[src/rtl/mips_pkg.sv]
// Shared MIPS core definitions: control-bundle bit positions and
// forwarding-select encodings used by the ID/EX register and EX muxes.
package mips_pkg;

    localparam int CTRL_W        = 10;

    localparam int CTRL_REGWRITE = 0;
    localparam int CTRL_MEMREAD  = 1;
    localparam int CTRL_MEMWRITE = 2;
    localparam int CTRL_MEMTOREG = 3;
    localparam int CTRL_ALUSRC   = 4;
    localparam int CTRL_REGDST   = 5;
    localparam int CTRL_ALUOP_LO = 6;
    localparam int CTRL_ALUOP_HI = 9;

    localparam logic [2:0] FWD_IDEX  = 3'b000;
    localparam logic [2:0] FWD_EXMEM = 3'b001;
    localparam logic [2:0] FWD_MEMWB = 3'b010;

endpackage

[src/rtl/id_ex_stage_reg_fwd_select.sv]
// Forwarding select for one EX operand; the producer now in EX wins
// over the one in MEM, and $0 is never forwarded.
module fwd_select
    import mips_pkg::*;
#(
    parameter int REGS          = 5,
    parameter int CORTOCIRCUITO = 3
) (
    input  logic [REGS-1:0]          i_src,
    input  logic                     i_ex_regwrite,
    input  logic [REGS-1:0]          i_ex_dst,
    input  logic                     i_mem_regwrite,
    input  logic [REGS-1:0]          i_mem_dst,
    output logic [CORTOCIRCUITO-1:0] o_sel
);

    always_comb begin
        o_sel = CORTOCIRCUITO'(FWD_IDEX);
        if (i_src != '0) begin
            if (i_ex_regwrite && (i_src == i_ex_dst))
                o_sel = CORTOCIRCUITO'(FWD_EXMEM);
            else if (i_mem_regwrite && (i_src == i_mem_dst))
                o_sel = CORTOCIRCUITO'(FWD_MEMWB);
        end
    end

endmodule

[src/rtl/id_ex_stage_reg.sv]
// ID/EX pipeline register with registered forwarding selects, bubble
// insertion on stall/flush and a debug freeze.
module id_ex_stage_reg #(
    parameter int NBITS         = 32,
    parameter int CORTOCIRCUITO = 3,
    parameter int REGS          = 5,
    parameter int CTRL_W        = mips_pkg::CTRL_W
) (
    input  logic                     i_clk,
    input  logic                     i_reset,
    input  logic                     i_enable,
    input  logic                     i_stall,
    input  logic                     i_flush,
    input  logic [REGS-1:0]          i_rs,
    input  logic [REGS-1:0]          i_rt,
    input  logic [REGS-1:0]          i_rd,
    input  logic [4:0]               i_shamt,
    input  logic [NBITS-1:0]         i_rdata_a,
    input  logic [NBITS-1:0]         i_rdata_b,
    input  logic [NBITS-1:0]         i_imm,
    input  logic [NBITS-1:0]         i_pc,
    input  logic [CTRL_W-1:0]        i_ctrl,
    input  logic                     i_ex_mem_regwrite,
    input  logic [REGS-1:0]          i_ex_mem_dst,
    output logic [NBITS-1:0]         o_rdata_a,
    output logic [NBITS-1:0]         o_rdata_b,
    output logic [NBITS-1:0]         o_imm,
    output logic [NBITS-1:0]         o_pc,
    output logic [4:0]               o_shamt,
    output logic [REGS-1:0]          o_rs,
    output logic [REGS-1:0]          o_rt,
    output logic [REGS-1:0]          o_dst,
    output logic [CTRL_W-1:0]        o_ctrl,
    output logic [CORTOCIRCUITO-1:0] o_corto_cir_regA,
    output logic [CORTOCIRCUITO-1:0] o_corto_cir_regB,
    output logic                     o_valid
);

    logic [NBITS-1:0]         r_rdata_a, r_rdata_b, r_imm, r_pc;
    logic [4:0]               r_shamt;
    logic [REGS-1:0]          r_rs, r_rt, r_dst;
    logic [CTRL_W-1:0]        r_ctrl;
    logic [CORTOCIRCUITO-1:0] r_sel_a, r_sel_b;
    logic                     r_valid;

    logic [REGS-1:0]          w_dst;
    logic [CORTOCIRCUITO-1:0] w_sel_a, w_sel_b;
    logic                     w_bubble;

    assign w_dst    = i_ctrl[mips_pkg::CTRL_REGDST] ? i_rd : i_rt;
    assign w_bubble = i_flush | i_stall;

    // The instruction currently held here is the one entering MEM on this edge.
    fwd_select #(.REGS(REGS), .CORTOCIRCUITO(CORTOCIRCUITO)) u_fwd_a (
        .i_src          (i_rs),
        .i_ex_regwrite  (r_ctrl[mips_pkg::CTRL_REGWRITE]),
        .i_ex_dst       (r_dst),
        .i_mem_regwrite (i_ex_mem_regwrite),
        .i_mem_dst      (i_ex_mem_dst),
        .o_sel          (w_sel_a)
    );

    fwd_select #(.REGS(REGS), .CORTOCIRCUITO(CORTOCIRCUITO)) u_fwd_b (
        .i_src          (i_rt),
        .i_ex_regwrite  (r_ctrl[mips_pkg::CTRL_REGWRITE]),
        .i_ex_dst       (r_dst),
        .i_mem_regwrite (i_ex_mem_regwrite),
        .i_mem_dst      (i_ex_mem_dst),
        .o_sel          (w_sel_b)
    );

    always_ff @(posedge i_clk or posedge i_reset) begin
        if (i_reset) begin
            r_rdata_a <= '0;
            r_rdata_b <= '0;
            r_imm     <= '0;
            r_pc      <= '0;
            r_shamt   <= '0;
            r_rs      <= '0;
            r_rt      <= '0;
            r_dst     <= '0;
            r_ctrl    <= '0;
            r_sel_a   <= '0;
            r_sel_b   <= '0;
            r_valid   <= 1'b0;
        end else if (i_enable) begin
            r_rdata_a <= i_rdata_a;
            r_rdata_b <= i_rdata_b;
            r_imm     <= i_imm;
            r_pc      <= i_pc;
            r_shamt   <= i_shamt;
            r_rs      <= i_rs;
            r_rt      <= i_rt;
            // A bubble carries no control, so it can neither write nor forward.
            if (w_bubble) begin
                r_dst   <= '0;
                r_ctrl  <= '0;
                r_sel_a <= '0;
                r_sel_b <= '0;
                r_valid <= 1'b0;
            end else begin
                r_dst   <= w_dst;
                r_ctrl  <= i_ctrl;
                r_sel_a <= w_sel_a;
                r_sel_b <= w_sel_b;
                r_valid <= 1'b1;
            end
        end
    end

    assign o_rdata_a        = r_rdata_a;
    assign o_rdata_b        = r_rdata_b;
    assign o_imm            = r_imm;
    assign o_pc             = r_pc;
    assign o_shamt          = r_shamt;
    assign o_rs             = r_rs;
    assign o_rt             = r_rt;
    assign o_dst            = r_dst;
    assign o_ctrl           = r_ctrl;
    assign o_corto_cir_regA = r_sel_a;
    assign o_corto_cir_regB = r_sel_b;
    assign o_valid          = r_valid;

endmodule
[config.mk]
export PLATFORM = sky130hd
export DESIGN_NAME = id_ex_stage_reg
export DESIGN_NICKNAME = d
export VERILOG_FILES = /design/src/rtl/mips_pkg.sv /design/src/rtl/id_ex_stage_reg_fwd_select.sv /design/src/rtl/id_ex_stage_reg.sv
export SDC_FILE = /design/constraint.sdc
export NUM_CORES = 1
export LEC_CHECK = 0
export BUFFER_PORTS_ARGS = -buffer_cell sky130_fd_sc_hd__buf_2
export CORE_AREA = 2 2 128 130
export DETAILED_ROUTE_END_ITERATION = 7
export DIE_AREA = 0 0 130 132
export PLACE_DENSITY = 0.84
export SLEW_MARGIN = 40
export SYNTH_ARGS = -nofsm -noshare
export SYNTH_HDL_FRONTEND = slang
export SYNTH_SLANG_ARGS = --single-unit
[constraint.sdc]
create_clock -name i_clk -period 5.6 [get_ports i_clk]
set_input_delay 1.12 -clock i_clk [delete_from_list [all_inputs] [get_ports i_clk]]
set_output_delay 1.12 -clock i_clk [all_outputs]
set_load 0.01 [all_outputs]
## Word-level counts from Yosys, hierarchy flattened

Index checks and enable logic that the tools add are counted.

- Equal/unequal tests: 4
- Mux-type cells: 12
- Bitwise gates (word level): 1
- Reduce and logical (&&, ||, !) cells: 6

Operator list:

| cell | number |
|---|---|
| $eq A5 B5 Y1 | 4 |
| $mux W3 | 6 |
| $mux W10 | 1 |
| $mux W5 | 2 |
| $reduce_bool A5 Y1 | 2 |
| $logic_and A1 B1 Y1 | 4 |
| $mux W2 | 2 |
| $mux W1 | 1 |
| $or A1 B1 Y1 | 1 |

- Register bits after elaboration: 165
- Bits of input ports: 169
- Word-level logic and storage cells: 35

## Depth between registers and ports, before layout

Gate-level depths: netlist (run 1).

- Depth in word-level cells: 6
- Gate-level depth with buffers: 4

## Modules after synthesis

From an unflattened synthesis (run 1), not the netlist that was laid out.

- Cell total of the unflattened synthesis: 399
- Area, all modules: 6456.2 µm²

By module, submodules not included:

| module | times used | cells each | area each (µm²) | seq. area each (µm²) |
|---|---|---|---|---|
| id_ex_stage_reg | 1 | 359 | 6163.4 | 4129.0 |
| fwd_select | 2 | 20 | 146.4 | 0.0 |

## Worst setup path before layout (run 1)

Ideal clock, no wire load.

- Kind: input port to flip-flop
- Start: input i_rs[1]
- End: register r_sel_a[1] (netlist: o_corto_cir_regA[1])
- Library setup time: 121 ps
- Arrival time: 1978 ps
- Data required time: 5479 ps
- Path slack: 3501 ps
- Cell stages on the path: 4
- Buffers on the path: 0
- Cells stage by stage: or4_4 nor2_4 nor3_1 a22o_1

- Word-level cells in the longest chain between the ends: 6

RTL lines:

| item | RTL line | source |
|---|---|---|
| start, declared | id_ex_stage_reg.sv:14 | `input logic [REGS-1:0] i_rs,` |
| $eq A5 B5 Y1 | id_ex_stage_reg_fwd_select.sv:22 | `else if (i_mem_regwrite && (i_src == i_mem_dst))` |
| $logic_and A1 B1 Y1 | id_ex_stage_reg_fwd_select.sv:22 |  |
| $mux W2 | id_ex_stage_reg_fwd_select.sv:22 |  |
| $mux W3 | id_ex_stage_reg_fwd_select.sv:20 | `if (i_ex_regwrite && (i_src == i_ex_dst))` |
| $mux W3 * | id_ex_stage_reg_fwd_select.sv:19 | `if (i_src != '0) begin` |
| $mux W3 * | id_ex_stage_reg.sv:95 | `if (w_bubble) begin` |
| end signal, assigned | id_ex_stage_reg.sv:104 | `r_sel_a <= w_sel_a;` |
| end, declared | id_ex_stage_reg.sv:43 | `logic [CORTOCIRCUITO-1:0] r_sel_a, r_sel_b;` |

Mark *: on every way between the ends. The rest lies on a longest branch, timed or not.
A chain may end at the register's enable or synchronous reset.

## Worst setup path after layout (run 1)

- Start: input i_enable
- End: register r_rs[3] (netlist: o_rs[3])

RTL lines:

| item | RTL line | source |
|---|---|---|
| start, declared | id_ex_stage_reg.sv:11 | `input logic i_enable,` |
| end signal, assigned | id_ex_stage_reg.sv:92 | `r_rs <= i_rs;` |
| end, declared | id_ex_stage_reg.sv:41 | `logic [REGS-1:0] r_rs, r_rt, r_dst;` |

No word-level cell between the ends.

==> impl_metrics.csv, run 1 <==
group,metric,value,unit
setup_path,crit_required,5890,ps
place,place.gp.congestion,0.861,
yosys,synth-simple-area-share,1.87,%
yosys,seq_area_frac_synth,64.1,%
yosys,synth_area_leaders,"dfrtp_1, mux2_2, mux2_1, a22o_1, xnor2_1",
timing,fin_crit_sh,44.2,%
grt,grt_max_degree,96,
floorplan,row_count,46,
routing,first_pass_iters,4,
worst_hold_path,hold_end,"o_valid",
timing,worst-slew-pin-transition,696,ps
setup_path,r2r_slack,4170,ps
clock_network,hold_buffers,0,
worst_hold_path,hold_class,"register to register",
layout,layout_common_cells,"buf_2, dfrtp_1, mux2_2",
yosys,ys_ff_latch,163,
place,place_hpwl,11.5,mm
pwr,sw_frac_of_total,25.3,%
clock_network,ctsResizeCount,0,
timing,slew-limit-headroom,53.6,%
timing,slew_violations,0,
pwr,power_frac_seq,45.3,%
timing,worst_clock_skew,4.84,ps
setup_path,reg2reg_from,"o_dst[1]",
timing,fin_ws,3120,ps
yosys,avgSynthCellArea,16.1,sq um
setup_path,critPathTopFamily,"buffers and inverters",
routing,first_iter_violations,157,
setup_path,slowest_stage,"buf_6",
yosys,syn_area,0.00636,sq mm
grt,globalRouteTotalUtil,18.0,%
clock_network,root_buffer,"clkbuf_16",
timing,hold_violations,0,
pwr,powerDensity,336,mW/mm^2
grt,grt_first_pass_wirelength,24.1,mm
layout,instances_no_fill,955,
floorplan,pin_count,334,
timing,rsz0062_at_grt,"false",
place,io_buffers,331,
yosys,yosysWarningCount,0,
clock_network,cts_tree,"yes",
setup_path,cp-end-kind,"register",
layout,num_antenna_cells,0,
yosys,synth.area.mux_share,26.1,%
floorplan,start_util,40.5,%
grt,grt-ovfl-total,0,
clock_network,tritoncts.num_buffers,17,
pwr,comb_power_share,14.6,%
pwr,power_frac_clock,40.1,%
yosys,synth_ff_type,"dfrtp_1",
setup_path,crit_top_cell,"buf_6",
yosys,yosysUniqueCellTypes,25,
routing,viasPerCell,4.77,
setup_path,cp_max_fo,75,
routing,drtAntennaViolNets,0,
setup_path,crit_buf_inv,2,
pwr,p_leak,0.00434,uW
yosys,synth_top_area_share,64.1,%
timing,tns,0,ps
routing,routedWlPerCell,16.3,um
clock_network,clkSlewWorstSetupHoldPaths,60,ps
floorplan,fp.dieW,130,um
timing,setup_violations,0,
layout,nets,895,
layout,drive_above_1_share,67.7,%
layout,multi_input_area,0.00216,sq mm
clock_network,cts_setup_buffers,0,
clock_network,clkLatencyLatePin,410,ps
timing,clock.fmax,0.404,GHz
pwr,p_int,2220,uW
routing,wl,15.6,mm
timing,fin_crit,2480,ps
setup_path,arrival,2770,ps
grt,grt_pass1_vias,4762,
setup_path,ff2ff_path_depth,4,
clock_network,clock_path_buffers,2,
floorplan,core,0.0157,sq mm
pwr,switching_power,751,uW
routing,via_count,4552,
setup_path,cp_cell_sequence,"buf_6 > buf_6 > mux2_2",
worst_hold_path,hold_path_startpoint,"o_valid",
yosys,post_synth_xor_area_fraction,2.75,%
setup_path,rr_endpoint,"o_corto_cir_regB[0]",
outcome,status,"complete, no violations",
setup_path,max_stage_delay,580,ps
pwr,fin_total_pwr,2970,uW
clock_network,cts.sinks,163,
yosys,synth-edff-count,0,
run,cap_violations,0,
layout,syn_to_final_growth,38.7,%
layout,register_area,0.00408,sq mm
layout,mostFrequentLayoutCell,"buf_2",
yosys,synthCells,395,
yosys,synth_compound_area_share,2.97,%
grt,antenna_found_initial,0,
pwr,ir_worst_vdd,180,uV
floorplan,die_h,132,um
place,dpl.cell_count,923,
yosys,synth_top_family_by_area,"multiplexers",
worst_hold_path,hold_depth,1,
yosys,synthAdderAreaFrac,0,%
clock_network,h-tree-depth,4,
floorplan,die_area,0.0172,sq mm
layout,nFillCells,1341,
setup_path,path_class,"input pin to register",
place,pre_cts_slack,2540,ps
setup_path,cp.depth,3,
yosys,synth_area_leader_cell,"dfrtp_1",
setup_path,start_kind,"input pin",
yosys,ys_async_sr_fraction,100,%
routing,drc,0,
[per-layer routing]
layer	track usage [%]	share of wire [%]
met2	30.4	51
met5	0	0
met1	20.4	38
met4	7.59	2.4
met3	6.57	8.5
[per-stage QoR]
stage               util (%)  hold slack [ps]  area (sq um)
floorplan                  -              521          6370
global placement        52.2              464          8210
detailed placement      52.2              465          8210
CTS                     56.1              479          8820
global route            56.2              504          8820
finish                  56.2              475          8820
[cells in the mapped netlist (2+ instances only)]
| cell type | number |
|---|---|
| nor4_1 | 2 |
| inv_1 | 3 |
| o2bb2ai_1 | 5 |
| buf_4 | 4 |
| o32ai_2 | 2 |
| nand4_1 | 2 |
| or4_4 | 2 |
| mux2_1 | 16 |
| buf_2 | 16 |
| clkbuf_1 | 2 |
| mux2i_1 | 5 |
| dfrtp_1 | 163 |
| mux2_2 | 127 |
| nor2_4 | 2 |
| nand3_1 | 4 |
| a22o_1 | 12 |
| xnor2_1 | 12 |
| nor3_1 | 2 |
| xor2_1 | 8 |
[sequential cells by signal, indices dropped and copies added (netlist names)]
| register | cells |
|---|---|
| o_rdata_a | 32 |
| o_imm | 32 |
| o_dst | 5 |
| o_shamt | 5 |
| o_rdata_b | 32 |
| o_rt | 5 |
| o_ctrl | 10 |
| o_valid | 1 |
| o_pc | 32 |
| o_corto_cir_regB | 2 |
| o_corto_cir_regA | 2 |
| o_rs | 5 |
[worst max path at each step]
stage	start	slack, ps	end
2_1_floorplan	i_reset	80	o_corto_cir_regA[0]
3_3_place_gp	i_enable	2510	o_rt[1]
3_5_place_dp	i_enable	2540	o_corto_cir_regA[1]
4_1_cts	i_enable	2990	o_corto_cir_regA[1]
5_1_grt	i_enable	3020	o_corto_cir_regB[0]
6_report	i_enable	3120	o_rs[3]
[power groups by stage]
stage	sequential, uW	clock, uW	combinational (uW)
global placement	1360	0	427
floorplan	1420	0	168
global route	1360	1260	468
finish	1340	1190	433
CTS	1350	1220	439
detailed placement	1360	0	439
[area by class of cell]
type | count | share of cell area (%)
inverter | 4 | 0.255
clock buffer | 19 | 4.91
multi-input combinational | 206 | 24.4
sequential | 163 | 46.2
tap | 216 | 3.06
timing repair buffer | 334 | 19.1
clock inverter | 13 | 1.97
[cells by family (layout without fill, tap and decap cells)]
group	Yosys count	count (layout)
other cells	1	2
compound gates	20	20
buf+inv	27	370
flops	163	163
mux	148	148
xor+xnor	20	20
simple gates	16	16
No activity file was read; power rests on OpenSTA's default activity.
==> inputs of run 2 (changes only) <==
CORE_AREA = 2 2 130 132   (was 2 2 128 130)
DIE_AREA = 0 0 132 134   (was 0 0 130 132)
PLACE_DENSITY = 0.79   (was 0.84)
clock period = 2.35 ns   (was 5.6 ns; I/O delays follow)
==> run 2 against run 1 <==
  * Sequential share of layout area down 0.37 points
  * Critical endpoint is now o_dst[2]
  * Critical path depth shrank 2
  * Via count down 0.29%
  * Non-clock buffer count up 6
  * Count of clock-buffer cells in the layout unchanged
  * Final area up 0.81%
  * Global-route usage hardly changed
  * Combinational power grew 140%
  * Die area increased by 3.1%
  * Highest routed layer unchanged
  * Utilization is 1.6 points lower
  * Total power up 140%
==> impl_metrics.csv, run 2 (synthesized netlist as in run 1, its figures left out) <==
group,metric,value,unit
outcome,status,"complete, no violations",
timing,worst-slew-pin-transition,546,ps
pwr,comb_power_share,14.9,%
timing,fin_ws,826,ps
pwr,ir_worst_vdd,453,uV
grt,grt_first_pass_wirelength,25.1,mm
timing,rsz0062_at_grt,"false",
clock_network,cts_setup_buffers,0,
floorplan,die_h,134,um
worst_hold_path,hold_class,"input pin to async pin",
setup_path,arrival,1050,ps
clock_network,ctsResizeCount,0,
setup_path,r2r_slack,900,ps
pwr,p_leak,0.00437,uW
floorplan,die_area,0.0177,sq mm
setup_path,critPathTopFamily,"flip-flops",
timing,setup_violations,0,
place,place_hpwl,12.1,mm
place,io_buffers,331,
layout,num_antenna_cells,0,
clock_network,clock_path_buffers,2,
setup_path,cp-end-kind,"output port",
timing,fin_crit,1520,ps
grt,grt_pass1_vias,4900,
pwr,fin_total_pwr,7040,uW
clock_network,cts_tree,"yes",
timing,timing.hold.ws,102,ps
routing,wl,15.9,mm
setup_path,max_stage_delay,460,ps
layout,instances_no_fill,965,
routing,routedWlPerCell,16.5,um
grt,globalRouteTotalUtil,18.0,%
floorplan,core,0.0163,sq mm
clock_network,h-tree-depth,4,
setup_path,cp_cell_sequence,"buf_2",
place,pre_cts_slack,688,ps
routing,via_count,4539,
pwr,switching_power,1820,uW
floorplan,pin_count,334,
floorplan,start_util,39.1,%
layout,layout_common_cells,"buf_2, dfrtp_1, mux2_2",
setup_path,start_kind,"register",
pwr,p_int,5220,uW
timing,slew-limit-headroom,63.5,%
setup_path,crit_buf_inv,1,
pwr,power_frac_seq,45.5,%
layout,nets,901,
timing,hold_violations,0,
grt,grt-ovfl-total,0,
clock_network,clkLatencyLatePin,410,ps
pwr,powerDensity,791,mW/mm^2
clock_network,hold_buffers,0,
routing,first_iter_violations,206,
timing,tns,0,ps
clock_network,clkSlewWorstSetupHoldPaths,70,ps
setup_path,cp_max_fo,4,
grt,antenna_found_initial,0,
floorplan,fp.dieW,132,um
grt,grt_max_degree,81,
clock_network,root_buffer,"clkbuf_16",
timing,worst_clock_skew,3.29,ps
timing,clock.fmax,0.656,GHz
timing,slew_violations,0,
timing,fin_crit_sh,64.8,%
floorplan,row_count,47,
layout,mostFrequentLayoutCell,"buf_2",
pwr,power_frac_clock,39.6,%
setup_path,path_class,"register to output port",
clock_network,tritoncts.num_buffers,17,
place,dpl.cell_count,933,
run,cap_violations,0,
routing,drc,0,
place,place.gp.congestion,0.804,
routing,first_pass_iters,4,
routing,drtAntennaViolNets,0,
pwr,sw_frac_of_total,25.8,%
routing,viasPerCell,4.70,
setup_path,crit_required,1880,ps
layout,syn_to_final_growth,39.8,%
clock_network,cts.sinks,163,
layout,drive_above_1_share,68.1,%
setup_path,slowest_stage,"dfrtp_1",
[run 2: power groups by stage]
stage	Combinational (uW)	Clock (uW)	Sequential, uW
final	1050	2780	3200
after detailed placement	1060	0	3260
after global placement	1040	0	3240
after floorplan	401	0	3380
after CTS	1070	2850	3210
after global routing	1140	2980	3240
[run 2: through the flow]
stage | utilization (%) | area, sq um
5_1_grt | 54.6 | 8900
3_3_place_gp | 51.0 | 8300
3_5_place_dp | 51.0 | 8300
2_1_floorplan | - | 6370
6_report | 54.6 | 8900
4_1_cts | 54.6 | 8900
[run 2: layout make-up]
class	count	area, sq um
timing repair buffer	340	1780
sequential	163	4080
clock buffer	19	443
inverter	4	18.8
multi-input combinational	206	2150
clock inverter	13	149
fill	1394	7390
tap	220	275
[run 2: path summary, 6_finish.rpt]
kind,from,to,cells past startpoint
max in group asynchronous,i_reset,o_rdata_b[4],3
min in group i_clk,i_rdata_b[1],o_rdata_b[1],2
worst min register to register,o_rdata_b[6],o_rdata_b[6],1
worst max register to register,o_dst[1],o_corto_cir_regB[0],4
worst max-delay path,o_dst[2],o_dst[2],1
worst min-delay path,i_reset,o_rdata_b[21],2
[run 2: metal layers]
layer  part of all wire, %  track usage [%]  vias up
met1                    39             21.5     2241
li1                      -                -     2075
met3                   8.1             6.16       13
met4                   1.2             5.62        0
met2                    52             30.9      210
met5                     0                0        -
